**config.mk**
```make
export PLATFORM = sky130hd
export DESIGN_NAME = comparator_sort_controller_flat
export DESIGN_NICKNAME = d
export VERILOG_FILES = /design/src/rtl/comparator_sort_controller_if.sv /design/src/rtl/comparator_sort_controller.sv /design/src/flat_wrapper.sv
export SDC_FILE = /design/constraint.sdc
export NUM_CORES = 1
export LEC_CHECK = 0
export CORE_MARGIN = 2
export CORE_UTILIZATION = 61
export CTS_BUF_LIST = sky130_fd_sc_hd__clkbuf_16
export CTS_CLUSTER_SIZE = 25
export DETAILED_ROUTE_END_ITERATION = 10
export PLACE_DENSITY = 0.85
export SLEW_MARGIN = 5
export SYNTH_ARGS = -nofsm -noshare
export SYNTH_HDL_FRONTEND = slang
export SYNTH_HIERARCHICAL = 1
export SYNTH_SLANG_ARGS = --single-unit
```
**constraint.sdc**
```tcl
create_clock -name clk -period 5.1 [get_ports clk]
set_input_delay 0.765 -clock clk [delete_from_list [all_inputs] [get_ports clk]]
set_output_delay 0.765 -clock clk [all_outputs]
set_load 0.02 [all_outputs]
```
**src/rtl/comparator_sort_controller_if.sv**
```systemverilog
// Valid/ready stream bundle for comparator_sort_controller: one input stream
// of 4-bit values and one output stream of the sorted values.
interface comparator_sort_controller_if;
    logic       in_valid;
    logic [3:0] in_data;
    logic       in_ready;
    logic       out_valid;
    logic [3:0] out_data;
    logic       out_ready;

    modport master (
        output in_valid,
        output in_data,
        input  in_ready,
        input  out_valid,
        input  out_data,
        output out_ready
    );

    modport slave (
        input  in_valid,
        input  in_data,
        output in_ready,
        output out_valid,
        output out_data,
        input  out_ready
    );
endinterface

```
**src/rtl/comparator_sort_controller.sv**
```systemverilog
// Bubble-sort sequencer for blocks of N 4-bit values. One shared
// four_bit_comparator decides every swap, one comparison per cycle.

module four_bit_comparator (
    input  logic [3:0] a,
    input  logic [3:0] b,
    output logic       g,
    output logic       e,
    output logic       l
);
    // Magnitude compare of two unsigned nibbles
    always_comb begin
        g = 1'b0;
        e = 1'b0;
        l = 1'b0;
        if (a > b) begin
            g = 1'b1;
        end else if (a == b) begin
            e = 1'b1;
        end else begin
            l = 1'b1;
        end
    end
endmodule

module comparator_sort_controller #(
    parameter int N    = 4,
    parameter int IDXW = 3
) (
    input  logic                           clk,
    input  logic                           rst_n,
    comparator_sort_controller_if.slave    stream,
    output logic                           busy,
    output logic                           sort_done,
    output logic [7:0]                     swap_cnt
);
    typedef enum logic [1:0] {
        LOAD      = 2'd0,
        SORT_CMP  = 2'd1,
        SORT_SWAP = 2'd2,
        DRAIN     = 2'd3
    } state_t;

    localparam int DEPTH = 2 ** IDXW;
    localparam logic [IDXW-1:0] LAST_IDX = IDXW'(N - 1);
    localparam logic [IDXW-1:0] LAST_PASS = IDXW'(N - 2);
    localparam logic [IDXW-1:0] IDX_ONE = IDXW'(1);
    localparam logic [IDXW-1:0] IDX_ZERO = IDXW'(0);

    state_t          state_r;
    logic [3:0]      mem_r [DEPTH];
    logic [IDXW-1:0] wr_idx_r;
    logic [IDXW-1:0] rd_idx_r;
    logic [IDXW-1:0] j_r;
    logic [IDXW-1:0] pass_r;
    logic            swapped_r;
    logic            in_ready_r;
    logic            out_valid_r;
    logic [3:0]      out_data_r;
    logic            busy_r;
    logic            sort_done_r;
    logic [7:0]      swap_cnt_r;

    logic [IDXW-1:0] j_nxt_s;
    logic [IDXW-1:0] rd_nxt_s;
    logic [IDXW-1:0] last_j_s;
    logic [3:0]      cmp_a_s;
    logic [3:0]      cmp_b_s;
    logic            cmp_g_s;
    logic            cmp_e_unused_s;
    logic            cmp_l_unused_s;
    logic            swapped_eff_s;
    logic            pass_end_s;
    logic            go_drain_s;
    logic [3:0]      first_out_s;

    four_bit_comparator u_cmp (
        .a (cmp_a_s),
        .b (cmp_b_s),
        .g (cmp_g_s),
        .e (cmp_e_unused_s),
        .l (cmp_l_unused_s)
    );

    // Pair selection and end-of-pass / early-exit decisions
    always_comb begin
        j_nxt_s       = j_r + IDX_ONE;
        rd_nxt_s      = rd_idx_r + IDX_ONE;
        last_j_s      = LAST_PASS - pass_r;
        cmp_a_s       = mem_r[j_r];
        cmp_b_s       = mem_r[j_nxt_s];
        swapped_eff_s = swapped_r;
        first_out_s   = mem_r[0];
        if (state_r == SORT_SWAP) begin
            swapped_eff_s = 1'b1;
        end else begin
            swapped_eff_s = swapped_r;
        end
        pass_end_s = (j_r >= last_j_s);
        go_drain_s = pass_end_s && (!swapped_eff_s || (pass_r == LAST_PASS));
        // A swap at j=0 in the final cycle is not yet visible in mem_r[0]
        if ((state_r == SORT_SWAP) && (j_r == IDX_ZERO)) begin
            first_out_s = mem_r[1];
        end else begin
            first_out_s = mem_r[0];
        end
    end

    // Controller FSM with registered stream and status outputs
    always_ff @(posedge clk) begin
        if (!rst_n) begin
            state_r     <= LOAD;
            wr_idx_r    <= IDX_ZERO;
            rd_idx_r    <= IDX_ZERO;
            j_r         <= IDX_ZERO;
            pass_r      <= IDX_ZERO;
            swapped_r   <= 1'b0;
            in_ready_r  <= 1'b1;
            out_valid_r <= 1'b0;
            out_data_r  <= 4'd0;
            busy_r      <= 1'b0;
            sort_done_r <= 1'b0;
            swap_cnt_r  <= 8'd0;
        end else begin
            case (state_r)
                LOAD: begin
                    sort_done_r <= 1'b0;
                    if (stream.in_valid && in_ready_r) begin
                        mem_r[wr_idx_r] <= stream.in_data;
                        if (wr_idx_r == LAST_IDX) begin
                            state_r    <= SORT_CMP;
                            wr_idx_r   <= IDX_ZERO;
                            j_r        <= IDX_ZERO;
                            pass_r     <= IDX_ZERO;
                            swapped_r  <= 1'b0;
                            swap_cnt_r <= 8'd0;
                            in_ready_r <= 1'b0;
                            busy_r     <= 1'b1;
                        end else begin
                            wr_idx_r <= wr_idx_r + IDX_ONE;
                        end
                    end
                end
                SORT_CMP, SORT_SWAP: begin
                    if ((state_r == SORT_CMP) && cmp_g_s) begin
                        state_r <= SORT_SWAP;
                    end else begin
                        if (state_r == SORT_SWAP) begin
                            mem_r[j_r]     <= mem_r[j_nxt_s];
                            mem_r[j_nxt_s] <= mem_r[j_r];
                            swapped_r      <= 1'b1;
                            if (swap_cnt_r != 8'hFF) begin
                                swap_cnt_r <= swap_cnt_r + 8'd1;
                            end
                        end
                        if (!pass_end_s) begin
                            j_r     <= j_nxt_s;
                            state_r <= SORT_CMP;
                        end else if (go_drain_s) begin
                            state_r     <= DRAIN;
                            busy_r      <= 1'b0;
                            sort_done_r <= 1'b1;
                            out_valid_r <= 1'b1;
                            out_data_r  <= first_out_s;
                            rd_idx_r    <= IDX_ZERO;
                        end else begin
                            pass_r    <= pass_r + IDX_ONE;
                            j_r       <= IDX_ZERO;
                            swapped_r <= 1'b0;
                            state_r   <= SORT_CMP;
                        end
                    end
                end
                DRAIN: begin
                    sort_done_r <= 1'b0;
                    if (stream.out_ready) begin
                        if (rd_idx_r == LAST_IDX) begin
                            state_r     <= LOAD;
                            rd_idx_r    <= IDX_ZERO;
                            wr_idx_r    <= IDX_ZERO;
                            out_valid_r <= 1'b0;
                            in_ready_r  <= 1'b1;
                        end else begin
                            rd_idx_r   <= rd_nxt_s;
                            out_data_r <= mem_r[rd_nxt_s];
                        end
                    end
                end
                default: begin
                    state_r     <= LOAD;
                    wr_idx_r    <= IDX_ZERO;
                    rd_idx_r    <= IDX_ZERO;
                    in_ready_r  <= 1'b1;
                    out_valid_r <= 1'b0;
                    busy_r      <= 1'b0;
                    sort_done_r <= 1'b0;
                end
            endcase
        end
    end

    assign stream.in_ready  = in_ready_r;
    assign stream.out_valid = out_valid_r;
    assign stream.out_data  = out_data_r;
    assign busy             = busy_r;
    assign sort_done        = sort_done_r;
    assign swap_cnt         = swap_cnt_r;
endmodule

```
**src/flat_wrapper.sv**
```systemverilog
// flat-port wrapper written by rule: the top's interface ports become plain ports
module comparator_sort_controller_flat 
#(
    parameter int N    = 4,
    parameter int IDXW = 3
)
  (clk, rst_n, busy, sort_done, swap_cnt, stream_in_valid, stream_in_data, stream_in_ready, stream_out_valid, stream_out_data, stream_out_ready);
  comparator_sort_controller_if stream_i ();
  input  logic clk;
  input  logic rst_n;
  output logic busy;
  output logic sort_done;
  output logic [7:0] swap_cnt;
  input wire logic [$bits(stream_i.in_valid)-1:0] stream_in_valid;
  input wire logic [$bits(stream_i.in_data)-1:0] stream_in_data;
  output wire logic [$bits(stream_i.in_ready)-1:0] stream_in_ready;
  output wire logic [$bits(stream_i.out_valid)-1:0] stream_out_valid;
  output wire logic [$bits(stream_i.out_data)-1:0] stream_out_data;
  input wire logic [$bits(stream_i.out_ready)-1:0] stream_out_ready;
  assign stream_i.in_valid = stream_in_valid;
  assign stream_i.in_data = stream_in_data;
  assign stream_in_ready = stream_i.in_ready;
  assign stream_out_valid = stream_i.out_valid;
  assign stream_out_data = stream_i.out_data;
  assign stream_i.out_ready = stream_out_ready;
  comparator_sort_controller #(.N(N), .IDXW(IDXW)) u_core (.clk(clk), .rst_n(rst_n), .stream(stream_i), .busy(busy), .sort_done(sort_done), .swap_cnt(swap_cnt));
endmodule
```
==> flow_summary_export.csv <==
group,metric,value,unit
critical_path,critPathKind,"reg -> reg",
timing,worst_pin_slew,882,ps
timing,finalCritPeriodShare,79.1,%
critical_path,path_cells,"inv_1 -> ha_1 -> mux4_2 -> nand2_1 -> nand2_1 -> inv_1 -> ha_1 -> a21oi_1 -> o21ai_1 -> nor2b_1 -> and3_1 -> a211o_1 -> a31o_1 -> or3_1 -> a21boi_1",
finish,antenna_cells,0,
clocking,root_buffer,"clkbuf_16",
global_routing,grt_max_degree,50,
power_and_ir_drop,total_leakage_power,1.67,nW
floorplanning,die_height,89.0,um
finish,drive_gt1_share,11.3,%
placed_design,detailed_place_hpwl,8110,um
global_routing,grt_overflow_total,0,
clocking,cts_sinks,66,
power_and_ir_drop,p_int,1.11,mW
timing,worst_slack,1070,ps
routing,wl,11400,um
logic_synthesis,syn-cell-area,0.00441,mm^2
timing,slew_headroom,39.5,%
floorplanning,coreArea,0.00691,mm^2
placed_design,pre_cts_ws,1100,ps
power_and_ir_drop,power_switching,0.576,mW
finish,syn2layout_area_growth,11.5,%
routing,first_iter_violations,289,
power_and_ir_drop,ir_drop,0.204,mV
timing,fin_tns_setup,0,ps
clocking,clk_latency,330,ps
global_routing,grt_pass1_wl,18300,um
logic_synthesis,syn_inst,458,
floorplanning,die_w,89.0,um
run_status,outcome,"finished clean",
logic_synthesis,synth_nets,488,
logic_synthesis,yosysWarnings,6,
timing,max_freq,248,MHz
critical_path,critPathMaxFanout,14,
routing,drcViolationCount,0,
floorplanning,rows,30,
run,drv_cap,0,
floorplanning,start_util,63.8,%
finish,nNetsFinal,501,
finish,utilization,71.2,%
clocking,clk_pin_slew,50,ps
clocking,post-cts-setup-buffers,0,
worst_hold_path,hold_path_class,"reg -> reg",
routing,viasPerCell,6.45,
power_and_ir_drop,p_seq_share,38.4,%
global_routing,grt_pass1_vias,3568,
floorplanning,num_io_pins,24,
critical_path,crit_required,5360,ps
clocking,ctsResizeCount,0,
clocking,cts_buffer_depth,2,
power_and_ir_drop,swShare,34.2,%
timing,setup_viol,0,
placed_design,port_buffers,23,
global_routing,grt_antenna_before_repair,0,
power_and_ir_drop,clkPwrFrac,32.0,%
routing,wl_per_cell,19.9,um
global_routing,grt.total_usage,30.9,%
timing,rsz0062_at_grt,"no",
routing,firstDrtPassIters,5,
clocking,htreeDepth,3,
power_and_ir_drop,combPwrFrac,29.6,%
clocking,numCtsBuffers,9,
timing,whs,475,ps
clocking,cts_tree,"built",
critical_path,startpoint_type,"register",
logic_synthesis,synth_area_per_cell,9.63,um^2
timing,layout_min_cycle_time,4030,ps
power_and_ir_drop,power.density,343,mW/mm^2
routing,ant_nets,0,
critical_path,slowest_stage,"ha_1",
placed_design,gp_congestion,1.01,
critical_path,arrival,4290,ps
routing,dr_total_vias,3688,
floorplanning,die-area,0.00792,mm^2
critical_path,max_stage_delay,680,ps
critical_path,end_kind,"register",
clocking,cts-hold-fix-buffers,0,
timing,maxSlewViolCount,0,
timing,fin_skew,7.67,ps
timing,hold_violations,0,
power by group through the flow:
stage	logic [mW]	registers (mW)	clock network, mW
after floorplan	0.349	0.660	0
after global placement	0.472	0.653	0
after detailed placement	0.484	0.655	0
after CTS	0.491	0.645	0.542
after global routing	0.550	0.651	0.564
final	0.500	0.647	0.540
worst paths after layout:
kind	end	start	cells after the start	slack [ps]
min	u_core/rd_idx_r[1]$_SDFFE_PN0P_	u_core/rd_idx_r[1]$_SDFFE_PN0P_	2	480
max	register	u_core/j_r[0]$_SDFFE_PN0P_	15	1070
min reg2reg	u_core/rd_idx_r[1]$_SDFFE_PN0P_	u_core/rd_idx_r[1]$_SDFFE_PN0P_	2	480
max reg2reg	register	u_core/j_r[0]$_SDFFE_PN0P_	15	1070
cell type report:
type	count	area, um^2
inverter	20	75.1
clock inverter	7	30.0
fill	584	1990
sequential	66	1640
clock buffer	9	225
timing repair buffer	25	245
multi-input combinational	349	2580
tap	96	120
layer usage:
layer / share of wire, % / wire, um / vias to the layer above / track usage, %
li1: - / - / 1729 / -
met1: 41 / 4720 / 1756 / 41.6
met2: 48 / 5420 / 175 / 50.2
met3: 8.4 / 962 / 28 / 4.62
met4: 2.6 / 293 / 0 / 13.2
met5: 0 / 0 / - / 0
sequential cells by signal, indices dropped and copies added (netlist names), 2 cells and up, named ones only:
signal                  flops
u_core/j_r                  3
u_core/mem_r               32
u_core/pass_r               3
u_core/rd_idx_r             3
u_core/state_r              2
u_core/stream.out_data      4
u_core/swap_cnt             8
u_core/wr_idx_r             3
stage by stage:
| stage | instances | total power [mW] | instance area (um^2) |
|---|---|---|---|
| 2_1_floorplan | 458 | 1.01 | 4410 |
| 3_3_place_gp | 556 | 1.12 | 4660 |
| 3_5_place_dp | 556 | 1.14 | 4660 |
| 4_1_cts | 572 | 1.68 | 4920 |
| 5_1_grt | 572 | 1.77 | 4920 |
| 6_report | 572 | 1.69 | 4920 |
layout by cell type (no fill, tap or decap), types with 6 or more instances in the layout:
master / count
o22ai_1: 7
clkdlybuf4s50_1: 23
nand3_1: 10
clkbuf_16: 9
nor2b_1: 11
nand2_1: 76
edfxtp_1: 32
nor3_1: 15
inv_1: 21
a21oi_1: 13
dfxtp_1: 34
nor2_1: 22
o21bai_1: 6
o211ai_1: 8
nand4_1: 7
mux4_2: 24
mux2i_1: 12
o21ai_0: 43
ha_1: 22
critical path, delay by kind of cell (launching register included):
family	cells	cell delay, ps
compound gates	5	1010
mux	1	570
flops	1	430
buf+inv	2	150
simple gates	5	880
fa+ha+maj	2	920
Power figures use the tool's default switching activity.
